`config.mk`:
```
export PLATFORM = sky130hd
export DESIGN_NAME = systolic_mac_pe
export DESIGN_NICKNAME = d
export VERILOG_FILES = /design/src/rtl/systolic_mac_pe.sv
export SDC_FILE = /design/constraint.sdc
export NUM_CORES = 1
export LEC_CHECK = 0
export ABC_AREA = 1
export CAP_MARGIN = 20
export CORE_MARGIN = 5
export CORE_UTILIZATION = 45
export DETAILED_ROUTE_END_ITERATION = 6
export MAX_ROUTING_LAYER = met4
export PLACE_DENSITY = 0.78
export SLEW_MARGIN = 25
export SYNTH_ARGS = -nofsm -noshare
export SYNTH_HDL_FRONTEND = slang
export SYNTH_SLANG_ARGS = --single-unit
```
`constraint.sdc`:
```
create_clock -name clk -period 9.2 [get_ports clk]
set_clock_uncertainty 0.15 [all_clocks]
set_input_delay 1.84 -clock clk [delete_from_list [all_inputs] [get_ports clk]]
set_output_delay 1.84 -clock clk [all_outputs]
set_load 0.02 [all_outputs]
```
`src/rtl/systolic_mac_pe.sv`:
```
// Systolic-array MAC processing element: truncated 8x8 multiply, K_LEN-term
// accumulation, one-cycle operand forwarding and a valid/ready result port.

module trunc_array_mult8 (
    input  logic [7:0] a,
    input  logic [7:0] b,
    output logic [7:0] p
);

    // Each row adds one shifted partial product. Only the low 8 columns are
    // built, so bits above the product width are never generated.
    logic [7:0][7:0] row;

    assign row[0] = a & {8{b[0]}};

    for (genvar i = 1; i < 8; i++) begin : g_row
        logic [7:0] pp;
        logic [7:0] c;

        assign pp   = (a << i) & {8{b[i]}};
        assign c[0] = 1'b0;

        for (genvar j = 0; j < 8; j++) begin : g_fa
            assign row[i][j] = row[i-1][j] ^ pp[j] ^ c[j];
            if (j < 7) begin : g_carry
                assign c[j+1] = (row[i-1][j] & pp[j]) | (c[j] & (row[i-1][j] ^ pp[j]));
            end
        end
    end

    assign p = row[7];

endmodule

module systolic_mac_pe #(
    parameter int K_LEN = 4,
    parameter int ACC_W = 16
) (
    input  logic             clk,
    input  logic             reset_n,
    input  logic [7:0]       a_in,
    input  logic [7:0]       b_in,
    input  logic             valid_in,
    input  logic             clear,
    output logic [7:0]       a_out,
    output logic [7:0]       b_out,
    output logic             valid_out,
    output logic [ACC_W-1:0] result,
    output logic             result_valid,
    input  logic             result_ready,
    output logic             result_ovf,
    output logic             busy
);

    localparam int CNT_W = $clog2(K_LEN);
    localparam logic [CNT_W-1:0] LAST_CNT = CNT_W'(K_LEN - 1);
    localparam logic [CNT_W-1:0] ONE_CNT  = CNT_W'(1);

    typedef enum logic {
        IDLE  = 1'b0,
        ACCUM = 1'b1
    } state_t;

    state_t           state;
    logic [CNT_W-1:0] cnt;
    logic [ACC_W-1:0] acc;
    logic [7:0]       prod;
    logic [ACC_W-1:0] prod_ext;
    logic             transfer;

    trunc_array_mult8 u_mult (
        .a (a_in),
        .b (b_in),
        .p (prod)
    );

    assign prod_ext = ACC_W'(prod);
    assign transfer = result_valid && result_ready;

    always_ff @(posedge clk) begin
        if (!reset_n) begin
            a_out     <= '0;
            b_out     <= '0;
            valid_out <= 1'b0;
        end else begin
            a_out     <= a_in;
            b_out     <= b_in;
            valid_out <= valid_in;
        end
    end

    // A completion later in this block overrides the handshake drop, so a
    // transfer and a completion on the same edge leave result_valid high.
    always_ff @(posedge clk) begin
        if (!reset_n) begin
            state        <= IDLE;
            cnt          <= '0;
            acc          <= '0;
            result       <= '0;
            result_valid <= 1'b0;
            result_ovf   <= 1'b0;
            busy         <= 1'b0;
        end else begin
            if (transfer) begin
                result_valid <= 1'b0;
            end

            if (clear) begin
                state <= IDLE;
                cnt   <= '0;
                acc   <= '0;
                busy  <= 1'b0;
            end else if (valid_in) begin
                case (state)
                    IDLE: begin
                        acc   <= prod_ext;
                        cnt   <= ONE_CNT;
                        state <= ACCUM;
                        busy  <= 1'b1;
                    end
                    ACCUM: begin
                        if (cnt == LAST_CNT) begin
                            result       <= acc + prod_ext;
                            result_valid <= 1'b1;
                            if (result_valid && !result_ready) begin
                                result_ovf <= 1'b1;
                            end
                            acc   <= '0;
                            cnt   <= '0;
                            state <= IDLE;
                            busy  <= 1'b0;
                        end else begin
                            acc <= acc + prod_ext;
                            cnt <= cnt + 1'b1;
                        end
                    end
                    default: begin
                        state <= IDLE;
                        busy  <= 1'b0;
                    end
                endcase
            end
        end
    end

endmodule

```
==> impl_metrics.tcl, run 1 <==
set metrics [dict create \
    result_of_the_run "complete, no violations" \
    highest-signal-layer "met4" \
    max_cap_viol 0 \
    setup.worst_path.class "input port to register" \
    worstSetupStartpointType "input port" \
    avgRoutedWirePerCell_um 12.9 \
    clock_insertion_delay_worst_skew_ns 0.32 \
    critical_path.most_common_cell "nand2_1" \
    rsz0062_at_grt "no" \
    period_minus_slack_ns 8.67 \
    power.switching_fraction_pct 37.5 \
    timing.final.setup_violations 0 \
    internal_pwr_total_mw 0.438 \
    design.die.area_um2 9460 \
    class_of_the_most_critical_hold_timing_path "register to register" \
    fp.dieW_um 97.3 \
    total_instance_count_after_detailed_placement 643 \
    hpwl_mm 6.44 \
    critical_path.startpoint "b_in[1]" \
    synth_top_cell_area_share_pct 32.1 \
    power_frac_clock_pct 23.9 \
    fp.coreArea_um2 7330 \
    overflow 0 \
    power.sequential.fraction_pct 35.4 \
    dr.first_iter.drc_count 188 \
    stdcell_count 651 \
    routed-wl-met3_um 483 \
    die_height_um 97.3 \
    pin_count_of_the_biggest_net_entering_global_routing 23 \
    global_route_wire_length_before_repair_mm 14.2 \
    tritoncts_clock_tree "built" \
    dr.pass1.iters 5 \
    powerDensity_nw_per_um2 165 \
    finish.utilization_pct 58.1 \
    max_slew.worst_pin.slew_ns 0.764 \
    sequential_share_of_the_synthesized_area_pct 32.1 \
    drt-vias-per-instance 5.00 \
    vdd.ir_drop.worst_uv 91.9 \
    final.period_utilization_pct 94.3 \
    initial_core_util_pct 46.7 \
    route.vias.total 3257 \
    worstSetupEndpoint "acc[12]" \
    synth_top_cell_by_area "dfxtp_1" \
    comb_power_share_pct 40.7 \
    wl_met1_mm 3.72 \
    layout-area-overhead-vs-synth_pct 24.3 \
    slack_of_the_worst_reg_to_reg_path_ns 6.98 \
    synth.ff_latch_count 55 \
    timing.rr.end "acc[12]" \
    clk_pin_slew_worst_paths_ns 0.11 \
    numCtsBuffers 5 \
    power_switching_mw 0.264 \
    slowest_delay_ns 0.55 \
    post_synth_instance_area_um2 3430 \
    routabilityCongestion 0.920 \
    crit_required_ns 9.31 \
    htree_num_levels 2 \
    post-route-drc-count 0 \
    detail-route-antenna-nets 0 \
    critPathSlowestCell "fa_1" \
    timing.critical_path.fanout_max 6 \
    nNetsFinal 603 \
    design_area_um2 4260 \
    number_of_cell_instances_on_the_worst_register_to_register_path 10 \
    final_layout_size_suffix_gt1_share_pct 6.70 \
    io_pins 57 \
    distinct_cells_synth 27 \
    synth_cells 497 \
    max_freq_ghz 0.115 \
    total_leakage_power_nw 2.20 \
    dpl_cell_area_um2 4080 \
    n_fill_cell 654 \
    grt_antenna_before_repair 0 \
    power.total_mw 0.702 \
    clock-root-buffer "clkbuf_8" \
    slew_headroom_pct 48.9 \
    synthesis.nets 549 \
    clock_tree_sinks 55 \
    std_cell_rows 31 \
    groute.usage.overall_pct 18.4 \
    worst_setup_path_end_kind "register" \
    hold_viol_final 0 \
    ctsLongestPathBuffers 2 \
    routed_wl_mm 8.39 \
    netlist_top_cells_area "dfxtp_1 (32%), nand2_1 (15%), inv_1 (10%)" \
    ys.warnings.count 0 \
    dr_wl_met2_mm 4.01 \
    finalMaxSlewViolations 0 \
    rr_startpoint "acc[0]" \
    tns_ns 0 \
    synth.avg_cell_area_um2 6.89 \
    critPathArrivalTime_ns 8.78 \
    portBuffers 56 \
    antenna-diode-count 0 \
    first_global_vias 3082 \
]
## flip-flops by register name, indices dropped and copies added (netlist names)
register and count:
b_out 8, result 16, cnt 2, busy 1, a_out 8, state 1, result_ovf 1, acc 16
result_valid 1, valid_out 1
## layout make-up
cell class | count | area [um2] | share of cell area, %
inverter | 96 | 360 | 8.47
clock inverter | 2 | 38.8 | 0.911
clock buffer | 6 | 72.6 | 1.70
timing repair buffer | 63 | 616 | 14.5
multi-input combinational | 330 | 1940 | 45.7
tap | 99 | 124 | 2.91
sequential | 55 | 1100 | 25.9
## how the worst min path moves through the flow
stage | endpoint | start | cells after the start
6_report | cnt[0] | cnt[0] | 1
2_1_floorplan | cnt[0] | cnt[0] | 1
5_1_grt | busy | busy | 2
4_1_cts | cnt[0] | cnt[0] | 1
3_3_place_gp | cnt[0] | cnt[0] | 1
3_5_place_dp | cnt[0] | cnt[0] | 1
## power groups by stage
stage               clock network, mW  logic [mW]  registers (mW)
finish                          0.168       0.286           0.249
CTS                             0.170       0.272           0.248
global placement                    0       0.261           0.254
global route                    0.180       0.323           0.249
floorplan                           0       0.193           0.259
detailed placement                  0       0.270           0.254
## cell families after synthesis
group / Yosys count / synth area share, %
AOI/OAI and AO/OA: 63 / 9.90
adders and majority gates: 31 / 14.8
DFF: 55 / 32.1
xor gates and xnor gates: 13 / 3.32
buffers and inverters: 112 / 12.9
and+or+nand+nor: 223 / 26.9
## what timing repair did
action                     4_1_cts  5_1_grt
hold buffers                     0        0
resized for setup                0       12
setup endpoints to repair        0       14
setup buffers                    0        0
## cells in the final DEF, fill, tap and decap left out, types with 2 or more instances in the layout
cell type / instances
a21oi_1: 27
a21oi_2: 4
buf_4: 7
clkbuf_8: 5
clkdlybuf4s50_1: 55
clkinv_1: 2
dfxtp_1: 55
fa_1: 15
ha_1: 14
inv_1: 94
nand2_1: 137
nand2_2: 4
nand3_1: 21
nand3_2: 2
nand4_1: 3
nor2_1: 46
nor2_2: 2
nor2_4: 2
nor3_1: 2
o21ai_0: 27
o21ai_1: 2
xnor2_1: 2
xor2_1: 8
xor2_2: 3
## metal layers
metal | up-vias | global-route usage [%]
li1 | 1608 | -
met1 | 1521 | 23.6
met2 | 111 | 29.8
met3 | 17 | 3.09
met4 | 0 | 5.64
met5 | - | -
## cells in the mapped netlist (all sizes together)
library cell / instances
a21oi: 31
a31oi: 1
buf: 11
clkbuf: 5
clkinv: 2
dfxtp: 55
fa: 16
ha: 15
inv: 94
nand2: 141
nand3: 24
nand3b: 1
nand4: 3
nor2: 50
nor3: 3
o211ai: 1
o21ai: 30
or2: 1
xnor2: 2
xor2: 11
## critical path, delay by kind of cell
kind | cells | cell delay, ns
AO/OA/AOI/OAI | 1 | 0.13
XOR/XNOR | 1 | 0.21
adder cells (fa/ha/maj) | 12 | 4.59
buffers and inverters | 8 | 0.81
AND/OR/NAND/NOR | 15 | 1.21
## through the flow
stage	setup WS (ns)	hold slack [ns]
6_report	0.525	0.317
5_1_grt	0.0356	0.357
4_1_cts	0.373	0.314
3_5_place_dp	0.0471	0.298
3_3_place_gp	0.238	0.288
2_1_floorplan	0.836	0.278
No activity file was read; power rests on OpenSTA's default activity.
==> inputs of run 2 (changes only) <==
Settings changed: ABC_AREA 1 to default, CORE_MARGIN 5 to 1, SYNTH_HIERARCHICAL from default to 1.
==> run 2 against run 1 <==
Effect of this change:
- clock power shrank 12%
- cell count shrank 17%
- first-iteration DRC count shrank 28%
- non-clock buffer count grew 6
- area after synthesis shrank 1.3%
- critical path depth shrank 10
- hold slack lost 0.0040 ns
- combinational power grew 55%
- largest cell class unchanged
- largest power group unchanged
- highest routed layer unchanged
==> impl_metrics.tcl, run 2 <==
set metrics [dict create \
    result_of_the_run "complete, no violations" \
    number_of_cell_instances_on_the_worst_register_to_register_path 5 \
    slowest_delay_ns 0.58 \
    hold-worst-slack_ns 0.313 \
    synth-async-reset-ratio_pct 0 \
    detail-route-antenna-nets 0 \
    dpl_cell_area_um2 4090 \
    initial_core_util_pct 46.6 \
    layout-area-overhead-vs-synth_pct 26.2 \
    timing.critical_path.fanout_max 6 \
    design.die.area_um2 7870 \
    routabilityCongestion 0.912 \
    most_common_library_cell_in_the_layout_ignoring_fill_and_taps "dfxtp_1" \
    worstSetupStartpointType "input port" \
    setup.worst_path.class "input port to register" \
    distinct_cells_synth 62 \
    fp.dieW_um 88.7 \
    route.vias.total 2963 \
    groute.usage.overall_pct 23.2 \
    synth_top_cell_area_share_pct 32.6 \
    nNetsFinal 490 \
    clock_insertion_delay_worst_skew_ns 0.32 \
    hpwl_mm 6.22 \
    final.period_utilization_pct 97.7 \
    synth_top_cell_by_area "dfxtp_1" \
    max_cap_viol 0 \
    tritoncts_clock_tree "built" \
    post_synth_instance_area_um2 3380 \
    ys_dominant_reg_cell "dfxtp_1" \
    numCtsBuffers 5 \
    post-route-drc-count 0 \
    critPathArrivalTime_ns 9.05 \
    layout_common_cells "dfxtp_1 (55), clkdlybuf4s50_1 (54), nand2_1 (40)" \
    dr.first_iter.drc_count 136 \
    ctsLongestPathBuffers 2 \
    io_pins 57 \
    clock-root-buffer "clkbuf_8" \
    sequential_share_of_the_synthesized_area_pct 32.6 \
    edff_count_synth 0 \
    grt_antenna_before_repair 0 \
    finalMaxSlewViolations 0 \
    top_count_cell_post_synth "dfxtp_1" \
    clk_pin_slew_worst_paths_ns 0.11 \
    timing.hold.worst_path_depth 2 \
    global_route_wire_length_before_repair_mm 13.5 \
    avgRoutedWirePerCell_um 15.5 \
    synthesis.nets 428 \
    portBuffers 56 \
    powerDensity_nw_per_um2 197 \
    overflow 0 \
    critPathSlowestCell "fa_2" \
    rsz0062_at_grt "no" \
    final_layout_size_suffix_gt1_share_pct 15.7 \
    period_minus_slack_ns 8.99 \
    htree_num_levels 2 \
    die_height_um 88.7 \
    max_slew.worst_pin.slew_ns 0.857 \
    antenna-diode-count 0 \
    critical_path.most_common_cell "fa_2" \
    vdd.ir_drop.worst_uv 129 \
    max_freq_ghz 0.111 \
    worst_setup_path_end_kind "register" \
    slew_headroom_pct 42.7 \
    synth.avg_cell_area_um2 8.99 \
    pin_count_of_the_biggest_net_entering_global_routing 42 \
    drt-vias-per-instance 5.51 \
    synth.ff_latch_count 55 \
    synth_cells 376 \
    netlist_top_cells_area "dfxtp_1 (33%), fa_1 (9.5%), ha_1 (5.5%)" \
    synth_top_cells_by_count "dfxtp_1 (55), nand2_1 (40), and2_1 (27), o21ai_0 (26), inv_1 (21)" \
    top_registers "acc (16), result (16)" \
    hold_viol_final 0 \
    crit_required_ns 9.26 \
    fp.coreArea_um2 7250 \
    routed_wl_mm 8.35 \
    total_leakage_power_nw 1.66 \
    ys.warnings.count 6 \
    std_cell_rows 31 \
    timing.final.setup_violations 0 \
    dr.pass1.iters 4 \
    stdcell_count 538 \
    class_of_the_most_critical_hold_timing_path "register to register" \
    design_area_um2 4270 \
    post-cts-setup-buffers 0 \
    first_global_vias 2911 \
    total_instance_count_after_detailed_placement 530 \
    clock_tree_sinks 55 \
]
==> run 2: cell types whose count changed in the layout (fill, tap and decap cells not counted), sizes merged, moves of 9 or more <==
cell,change
a21oi,-10
inv,-71
nand3,-13
nor2,-36
nand2,-100
and2,+34
xnor2,+14
xor2,-9
==> run 2: critical path: cells and delay by family <==
kind,cells,cell delay (ns)
adder cells (fa/ha/maj),12,4.69
XOR/XNOR,4,0.80
buffers and inverters,5,0.68
AND/OR/NAND/NOR,4,0.55
AO/OA/AOI/OAI,2,0.47
==> run 2: per-stage QoR <==
step                      total power, mW  TNS (ns)  worst slack (ns)  utilization (%)
after floorplan                     0.530         0             0.329                -
after global placement              0.629     -3.47            -0.294             56.5
after detailed placement            0.642     -5.93            -0.449             56.4
after CTS                           0.806         0            0.0727             58.0
after global routing                0.889         0            0.0112             58.8
final                               0.841         0             0.210             58.8
==> run 2: worst paths after layout <==
check	slack, ns	start	end
max	0.21	a_in[0]	result[15]
min	0.31	result[6]	result[6]
max reg2reg	6.87	state	acc[9]
min reg2reg	0.31	result[6]	result[6]
==> run 2: what timing repair did <==
action | CTS | global route
gates resized for setup | 3 | 21
endpoints found under the setup margin | 14 | 16
pin swaps | 2 | 13
hold buffers | 0 | 0
==> run 2: cells by family (layout without fill, tap and decap cells) <==
family,after synthesis,in the layout,synth area share (%)
flops,55,55,32.6
xor+xnor,19,19,5.33
simple gates,130,130,20.4
fa+ha+maj,31,31,15.0
buf+inv,36,99,4.40
mux,1,1,0.296
compound gates,104,104,22.0
==> run 2: area by class of cell <==
| type | count | area, um2 |
|---|---|---|
| Sequential cell | 55 | 1100 |
| Multi-Input combinational cell | 285 | 2200 |
| Inverter | 22 | 82.6 |
| Clock inverter | 3 | 27.5 |
| Tap cell | 99 | 124 |
| Clock buffer | 5 | 68.8 |
| Timing Repair Buffer | 69 | 659 |
| Fill cell | 647 | 2990 |
==> run 2: report_power, final <==
group	leakage (nW)	switching, mW	total, mW	internal (mW)
combinational	1.17	0.241	0.444	0.203
clock	0.0467	0.0899	0.147	0.0567
sequential	0.449	0.00427	0.251	0.246
==> run 2: routing by layer <==
metal	track usage, %	routed length (um)	up-vias
met3	4.57	436	31
met2	39.5	4010	97
met4	11.3	408	0
met5	-	0	-
li1	-	-	1434
met1	25.9	3490	1401
